[config.mk]
export PLATFORM = sky130hd
export DESIGN_NAME = muldiv_unit_flat
export DESIGN_NICKNAME = d
export VERILOG_FILES = /design/src/rtl/muldiv_unit_if.sv /design/src/rtl/muldiv_unit.sv /design/src/flat_wrapper.sv
export SDC_FILE = /design/constraint.sdc
export NUM_CORES = 1
export LEC_CHECK = 0
export CORE_MARGIN = 2
export CORE_UTILIZATION = 49
export DETAILED_ROUTE_END_ITERATION = 10
export DONT_BUFFER_PORTS = 1
export PLACE_DENSITY = 0.7
export SLEW_MARGIN = 30
export SYNTH_ARGS = -nofsm -noshare
export SYNTH_HDL_FRONTEND = slang
export SYNTH_SLANG_ARGS = --single-unit
[constraint.sdc]
create_clock -name clk -period 8.7 [get_ports clk]
set_input_delay 1.305 -clock clk [delete_from_list [all_inputs] [get_ports clk]]
set_output_delay 1.305 -clock clk [all_outputs]
set_load 0.02 [all_outputs]
[src/rtl/muldiv_unit_if.sv]
// Handshake bundle between the EX stage and the iterative multiply/divide unit.
// Purely combinational wiring; the master drives requests and the slave returns status/result.
interface muldiv_unit_if #(
   parameter int N = 31
);
   logic         start;
   logic         flush;
   logic [1:0]   op;
   logic [N:0]   a;
   logic [N:0]   b;
   logic         busy;
   logic         done;
   logic [N:0]   result;

   modport master (
      output start, flush, op, a, b,
      input  busy, done, result
   );

   modport slave (
      input  start, flush, op, a, b,
      output busy, done, result
   );
endinterface

[src/rtl/muldiv_unit.sv]
// Iterative unsigned shift-add multiply / restoring divide; done pulses W edges after the accepting start (divide-by-zero: next edge).
// No backpressure or queuing: start is honoured only in IDLE, busy stalls the pipeline, flush aborts from any state.
module muldiv_unit #(
   parameter int N = 31
) (
   input  logic         clk,
   input  logic         rst_n,
   muldiv_unit_if.slave bus
);
   localparam int W  = N + 1;
   localparam int CW = $clog2(W);
   localparam logic [CW-1:0] LAST = CW'(N);

   typedef enum logic [1:0] {IDLE, RUN, DONE} state_t;

   state_t          state, state_nxt;
   logic [CW-1:0]   cnt;
   logic [1:0]      op_q;
   logic [N:0]      opnd;
   logic [2*W-1:0]  acc, acc_nxt;
   logic [N:0]      res_q, res_sel;
   logic [W:0]      mul_sum, div_rem, div_diff;
   logic            accept, div_zero;

   assign accept   = (state == IDLE) && bus.start && !bus.flush;
   assign div_zero = bus.op[1] && (bus.b == '0);

   always_ff @(posedge clk or negedge rst_n) begin
      if (!rst_n) state <= IDLE;
      else        state <= state_nxt;
   end

   always_comb begin
      state_nxt = state;
      case (state)
         IDLE:    if (bus.start) state_nxt = div_zero ? DONE : RUN;
         RUN:     if (cnt == LAST) state_nxt = DONE;
         DONE:    state_nxt = IDLE;
         default: state_nxt = IDLE;
      endcase
      if (bus.flush) state_nxt = IDLE;
   end

   // Multiply: acc = {partial product, remaining multiplier}; divide: acc = {remainder, dividend->quotient}.
   always_comb begin
      mul_sum  = {1'b0, acc[2*W-1:W]} + (acc[0] ? {1'b0, opnd} : '0);
      div_rem  = acc[2*W-1:W-1];
      div_diff = div_rem - {1'b0, opnd};
      if (op_q[1]) begin
         if (div_diff[W]) acc_nxt = {div_rem[W-1:0], acc[W-2:0], 1'b0};
         else             acc_nxt = {div_diff[W-1:0], acc[W-2:0], 1'b1};
      end else begin
         acc_nxt = {mul_sum, acc[W-1:1]};
      end
      res_sel = op_q[0] ? acc_nxt[2*W-1:W] : acc_nxt[W-1:0];
   end

   always_ff @(posedge clk or negedge rst_n) begin
      if (!rst_n) begin
         cnt   <= '0;
         op_q  <= '0;
         opnd  <= '0;
         acc   <= '0;
         res_q <= '0;
      end else if (accept) begin
         cnt  <= '0;
         op_q <= bus.op;
         opnd <= bus.op[1] ? bus.b : bus.a;
         acc  <= bus.op[1] ? {{W{1'b0}}, bus.a} : {{W{1'b0}}, bus.b};
         if (div_zero) res_q <= bus.op[0] ? bus.a : '1;
      end else if (state == RUN && !bus.flush) begin
         acc <= acc_nxt;
         cnt <= cnt + CW'(1);
         if (cnt == LAST) res_q <= res_sel;
      end
   end

   assign bus.busy   = (state == RUN);
   assign bus.done   = (state == DONE);
   assign bus.result = res_q;
endmodule

[src/flat_wrapper.sv]
// flat-port wrapper written by rule: the top's interface ports become plain ports
module muldiv_unit_flat 
#(
   parameter int N = 31
)
  (clk, rst_n, bus_start, bus_flush, bus_op, bus_a, bus_b, bus_busy, bus_done, bus_result);
  muldiv_unit_if #(.N(N)) bus_i ();
  input  logic clk;
  input  logic rst_n;
  input wire logic [$bits(bus_i.start)-1:0] bus_start;
  input wire logic [$bits(bus_i.flush)-1:0] bus_flush;
  input wire logic [$bits(bus_i.op)-1:0] bus_op;
  input wire logic [$bits(bus_i.a)-1:0] bus_a;
  input wire logic [$bits(bus_i.b)-1:0] bus_b;
  output wire logic [$bits(bus_i.busy)-1:0] bus_busy;
  output wire logic [$bits(bus_i.done)-1:0] bus_done;
  output wire logic [$bits(bus_i.result)-1:0] bus_result;
  assign bus_i.start = bus_start;
  assign bus_i.flush = bus_flush;
  assign bus_i.op = bus_op;
  assign bus_i.a = bus_a;
  assign bus_i.b = bus_b;
  assign bus_busy = bus_i.busy;
  assign bus_done = bus_i.done;
  assign bus_result = bus_i.result;
  muldiv_unit #(.N(N)) u_core (.clk(clk), .rst_n(rst_n), .bus(bus_i));
endmodule
Word-level counts from Yosys, hierarchy flattened
Cells that the tools add are included.

word-level totals
  word-level logic and storage cells = 46
  flip-flop bits (word level) = 137
  output and inout port bits = 34
  input bits = 70

operators by class
  reductions and logical operators = 11
  mux-type cells = 20
  eq/ne operators = 6
  add/sub/neg operators = 3

operator list
  cell                 number
  $mux 32              9
  $mux 64              4
  $add 32x33->33       1
  $sub 33x32->33       1
  $logic_not 32->1     1
  $mux 5               2
  $mux 2               4
  $add 5x1->5 const B  1
  $eq 5x5->1 const B   1
  $logic_and 1x1->1    4
  $pmux 2 s2           1
  $reduce_bool 2->1    2
  $ne 3x2->1 const B   1
  $ne 3x3->1 const B   1
  $reduce_and 3->1     1
  $eq 2x1->1 const B   1
  $eq 2x2->1 const B   1
  $logic_not 2->1      1
  $ne 2x2->1 const B   1
  $reduce_and 2->1     1
  $logic_not 1->1      1

Depth between registers and ports, before layout
  depth in word-level cells = 7
  gate-level depth with buffers = 16
  gate-level depth less buffers = 14

Worst setup path after synthesis
OpenSTA, ideal clock, no wires.

  path kind = reg-to-reg
  start point = reg u_core.acc[0]
  end point = reg u_core.res_q[25] (netlist: u_core.bus.result[25])
  buffers on the path = 0
  required time = 8.623 ns
  data arrival time = 3.370 ns
  slack = 5.252 ns
  stages on the path, launching flop included = 14
  period minus slack after synthesis = 3.448 ns
  library setup time = 0.077 ns
  cells stage by stage = dfrtp_1 > and2_1 > ha_1 > fa_1 > a21o_1 > a221oi_1 > a2111oi_0 > a21o_1 > a21bo_2 > a21o_1 > a21oi_1 > xnor2_1 > mux4_2 > a21oi_1

between the ends
  longest elaborated chain between the ends = 7

ends and longest elaborated chain
  item                    RTL line           RTL
  start, declared         muldiv_unit.sv:20  logic [2*W-1:0] acc, acc_nxt;
  start signal, assigned  muldiv_unit.sv:69  acc <= bus.op[1] ? {{W{1'b0}}, bus.a} : {{W{1'b0}}, bus.b};
  start signal, assigned  muldiv_unit.sv:72  acc <= acc_nxt;
  $mux 32                 muldiv_unit.sv:46  mul_sum = {1'b0, acc[2*W-1:W]} + (acc[0] ? {1'b0, opnd} : '0);
  $add 32x33->33          muldiv_unit.sv:46
  $mux 64                 muldiv_unit.sv:49  if (op_q[1]) begin
  $mux 32                 muldiv_unit.sv:55  res_sel = op_q[0] ? acc_nxt[2*W-1:W] : acc_nxt[W-1:0];
  $mux 32                 muldiv_unit.sv:74  if (cnt == LAST) res_q <= res_sel;
  $mux 32                 muldiv_unit.sv:71  end else if (state == RUN && !bus.flush) begin
  $mux 32                 muldiv_unit.sv:65  end else if (accept) begin
  end signal, assigned    muldiv_unit.sv:70  if (div_zero) res_q <= bus.op[0] ? bus.a : '1;
  end signal, assigned    muldiv_unit.sv:74
  end, declared           muldiv_unit.sv:21  logic [N:0] res_q, res_sel;

No other way between the ends. The select of a mux whose other input is x is not followed.
A chain may end at the register's enable or synchronous reset.

Final worst setup path
  start point = reg u_core.acc[0]
  end point = reg u_core.res_q[31] (netlist: u_core.bus.result[31])

The elaborated chain is that of the path after synthesis.

==> results.md <==
* Hold EP: u_core.cnt[4]
* Final period util at 0.4942
* RePlAce Congestion at 0.9913
* CP arrival at 4650 ps
* Total wire length at 35,290 um
* Slew HR at 0.3006
* Worst path buffer plus inverter count at 0
* CP Max Fanout at 35
* Period minus WS final at 4299 ps
* Total clock sinks at 137
* Most common cell in the netlist: nand2_1
* Status: finished clean
* Die width at 154.6 um
* Drt drc at 0
* DRT iter0 DRCs at 891
* Core box area at 22,430 um2
* Max Cap Viol at 0
* Max Clock Skew at 11.53 ps
* Die area at 23,890 um2
* Peak supply drop at 0.1522 mV
* Hold Startpoint: u_core.cnt[4]
* Setup TNS at 0 ps
* Setup Fix Bufs, Post-CTS at 0
* Critical path cell sequence: and2_1, ha_1, fa_1, a21o_1, a221oi_1, a2111oi_0, a21o_1, a2111oi_0, or3_1, a21oi_1, or3_1, o211ai_1, a211oi_1
* Initial core utilization at 0.4951
* Fmax at 232.6 MHz
* First-pass GRT wire length at 55,720 um
* Tightest Pin Transition at 1023 ps
* Std-Cell Rows at 55
* Crit-path max cell delay at 930 ps
* Post-route ant nets at 0
* Mapped Area at 11,110 um2
* Synth Register Bits at 137
* R2r endpoint: u_core.bus.result[31]
* H-tree levels at 4
* Grt total ovfl at 0
* N_diodes at 0
* Mean Syn Cell Area at 8.402 um2
* Synth area leader: dfrtp_1
* Hold Vio Cnt, Final at 0
* Async SR Flop Fraction at 1.000
* # setup viols final at 0
* Clock latency at the later pin of the worst-skew pair at 440 ps
* Synthesis Warnings at 0
* Port-buffer cells at 0
* Drt wl/cell at 22.41 um
* RSZ-0062 raised after global routing: no
* Top cells by area, synth: dfrtp_1 31%, mux2i_1 10%, ha_1 7.4%
* Critical path's slowest cell: a2111oi_0
* Via Count at 10,230
* Final Cell Area at 11,880 um2
* Placed inst area at 11,280 um2
* Worst setup path category: flop to flop
* CTS tree: yes
* GRT Total Usage at 0.2982
* Pin count of the biggest net entering global routing at 138
* Max clock buf depth at 2
* Share of Yosys cell area claimed by the top area cell type at 0.3087
* Post-synth top cells: 179 x nand2_1, 137 x dfrtp_1, 115 x mux2i_1
* Clock root buffer: clkbuf_16
* # nets final at 1,415
* Vertical die dimension at 154.6 um
* Sequential area share after synthesis at 0.3087
* Post-CTS sizing at 0
* Area grow syn2layout at 6.939%
* Reg clk slew, reported paths at 70 ps
* Vias per cell at 6.496
* 1st-pass router iterations at 5
* # IOs at 104
* R2R Path Start: u_core.acc[0]
* Hold buffers post-CTS at 0
* Design Power at 0.004087 W
* Unique masters post-synth at 76
* Critical path capture point type: flop
* DP Wirelength at 25,660 um
* R2r setup slk at 4400 ps
* Number of synthesized flops with an enable pin at 0
* Vias in the first global route at 9,792
* Hold Path Cell Cnt at 1
* CP delay by family, top: compound AO/OA/AOI/OAI gates
* Mapped Nets at 1,460
* Number of cells produced by synthesis at 1,322
* Worst hold-check path type: flop to flop
* P_leak at 5.496 nW
* Layout cells sized above 1 at 0.05504
* Initial antenna violation count at 0
* Pwr Density at 344.1 nW/um2
* CTS buffer count at 17
* Worst endpoint required time at 9050 ps
* Top_reg_cell synth: dfrtp_1
* Critical path startpoint category: flop
* Max-slew violation count at 0
* Reg2Reg Depth at 13
==> final cells by class <==
class	count	area, um2
Sequential cell	137	3433
Fill cell	2095	10560
Inverter	53	198.9
Timing Repair Buffer	12	90.09
Clock buffer	20	456.7
Clock inverter	12	136.4
Tap cell	285	356.6
Multi-Input combinational cell	1056	7206
==> state kept, by name, summed over array words and instances, names as in the netlist <==
register,count
u_core.acc,64
u_core.bus.result,32
u_core.cnt,5
u_core.op_q,2
u_core.opnd,32
u_core.state,2
==> worst register-to-register path, delay by kind of cell, from the launching register on <==
family | cells | cell delay [ps]
simple gates | 3 | 770
flops | 1 | 720
fa+ha+maj | 2 | 450
compound gates | 8 | 2270
==> metal layers <==
metal,GRT usage,routed length [um],up-vias
met4,0.07672,664,0
met5,0,0,-
met2,0.4524,15650,499
met3,0.06500,3517,51
met1,0.4331,15460,4925
li1,-,-,4756
==> worst max-delay path by stage <==
stage | from | end | slack (ps) | cells after the start
6_report | u_core.acc[0] | u_core.bus.result[31] | 4400 | 13
5_1_grt | u_core.acc[0] | u_core.bus.result[31] | 4210 | 13
4_1_cts | u_core.acc[0] | u_core.bus.result[31] | 4190 | 13
3_5_place_dp | u_core.acc[0] | u_core.bus.result[31] | 4170 | 13
3_3_place_gp | u_core.acc[0] | u_core.bus.result[25] | 4440 | 13
2_1_floorplan | u_core.acc[0] | u_core.bus.result[25] | 5250 | 13
==> cell families (layout without fill, tap and decap cells) <==
group	count (synthesis)	after routing	share of synthesized area
buf+inv	129	97	0.04562
mux	121	121	0.1121
fa+ha+maj	68	68	0.07795
xor+xnor	55	55	0.04337
compound gates	414	414	0.2424
flops	137	137	0.3087
simple gates	398	398	0.1699
==> where the power goes <==
group | total, W | internal, W | switching (W)
sequential | 0.00101 | 0.000785 | 0.000225
combinational | 0.00233 | 0.000908 | 0.00142
clock | 0.000750 | 0.000440 | 0.000309
total | 0.00409 | 0.00213 | 0.00195
==> metrics by stage <==
stage / hold WS, ps / util / std cells / worst slack (ps)
finish: 511.4 / 0.5294 / 1575 / 4401
CTS: 515.9 / 0.5294 / 1575 / 4186
global route: 532.8 / 0.5294 / 1575 / 4213
floorplan: 463.9 / - / 1322 / 5252
detailed placement: 492.6 / 0.5030 / 1543 / 4175
global placement: 490.1 / 0.5030 / 1543 / 4435
==> cell usage in the layout, fill, tap and decap left out, types with 4 or more instances in the layout <==
cell       instances
nand2_1          179
dfrtp_1          135
mux2i_1          115
a21oi_1          100
o21ai_0           95
ha_1              66
nor2_1            64
inv_1             51
o221ai_1          42
and2_1            39
xnor2_1           31
a21o_1            24
xor2_1            24
nand3_1           19
o21ai_1           19
nor3_1            17
a22o_1            17
clkbuf_16         17
a31oi_1           16
o211ai_1          15
or3_1             14
a211oi_1          13
o21bai_1          12
buf_4             12
and3_1            10
nand4_1           10
nor4_1            10
o21a_1             9
o31ai_1            9
nor2b_1            8
a221oi_1           6
nand2b_1           4
a31o_2             4
inv_6              4
Note: power is estimated with default switching activity, not from simulation.
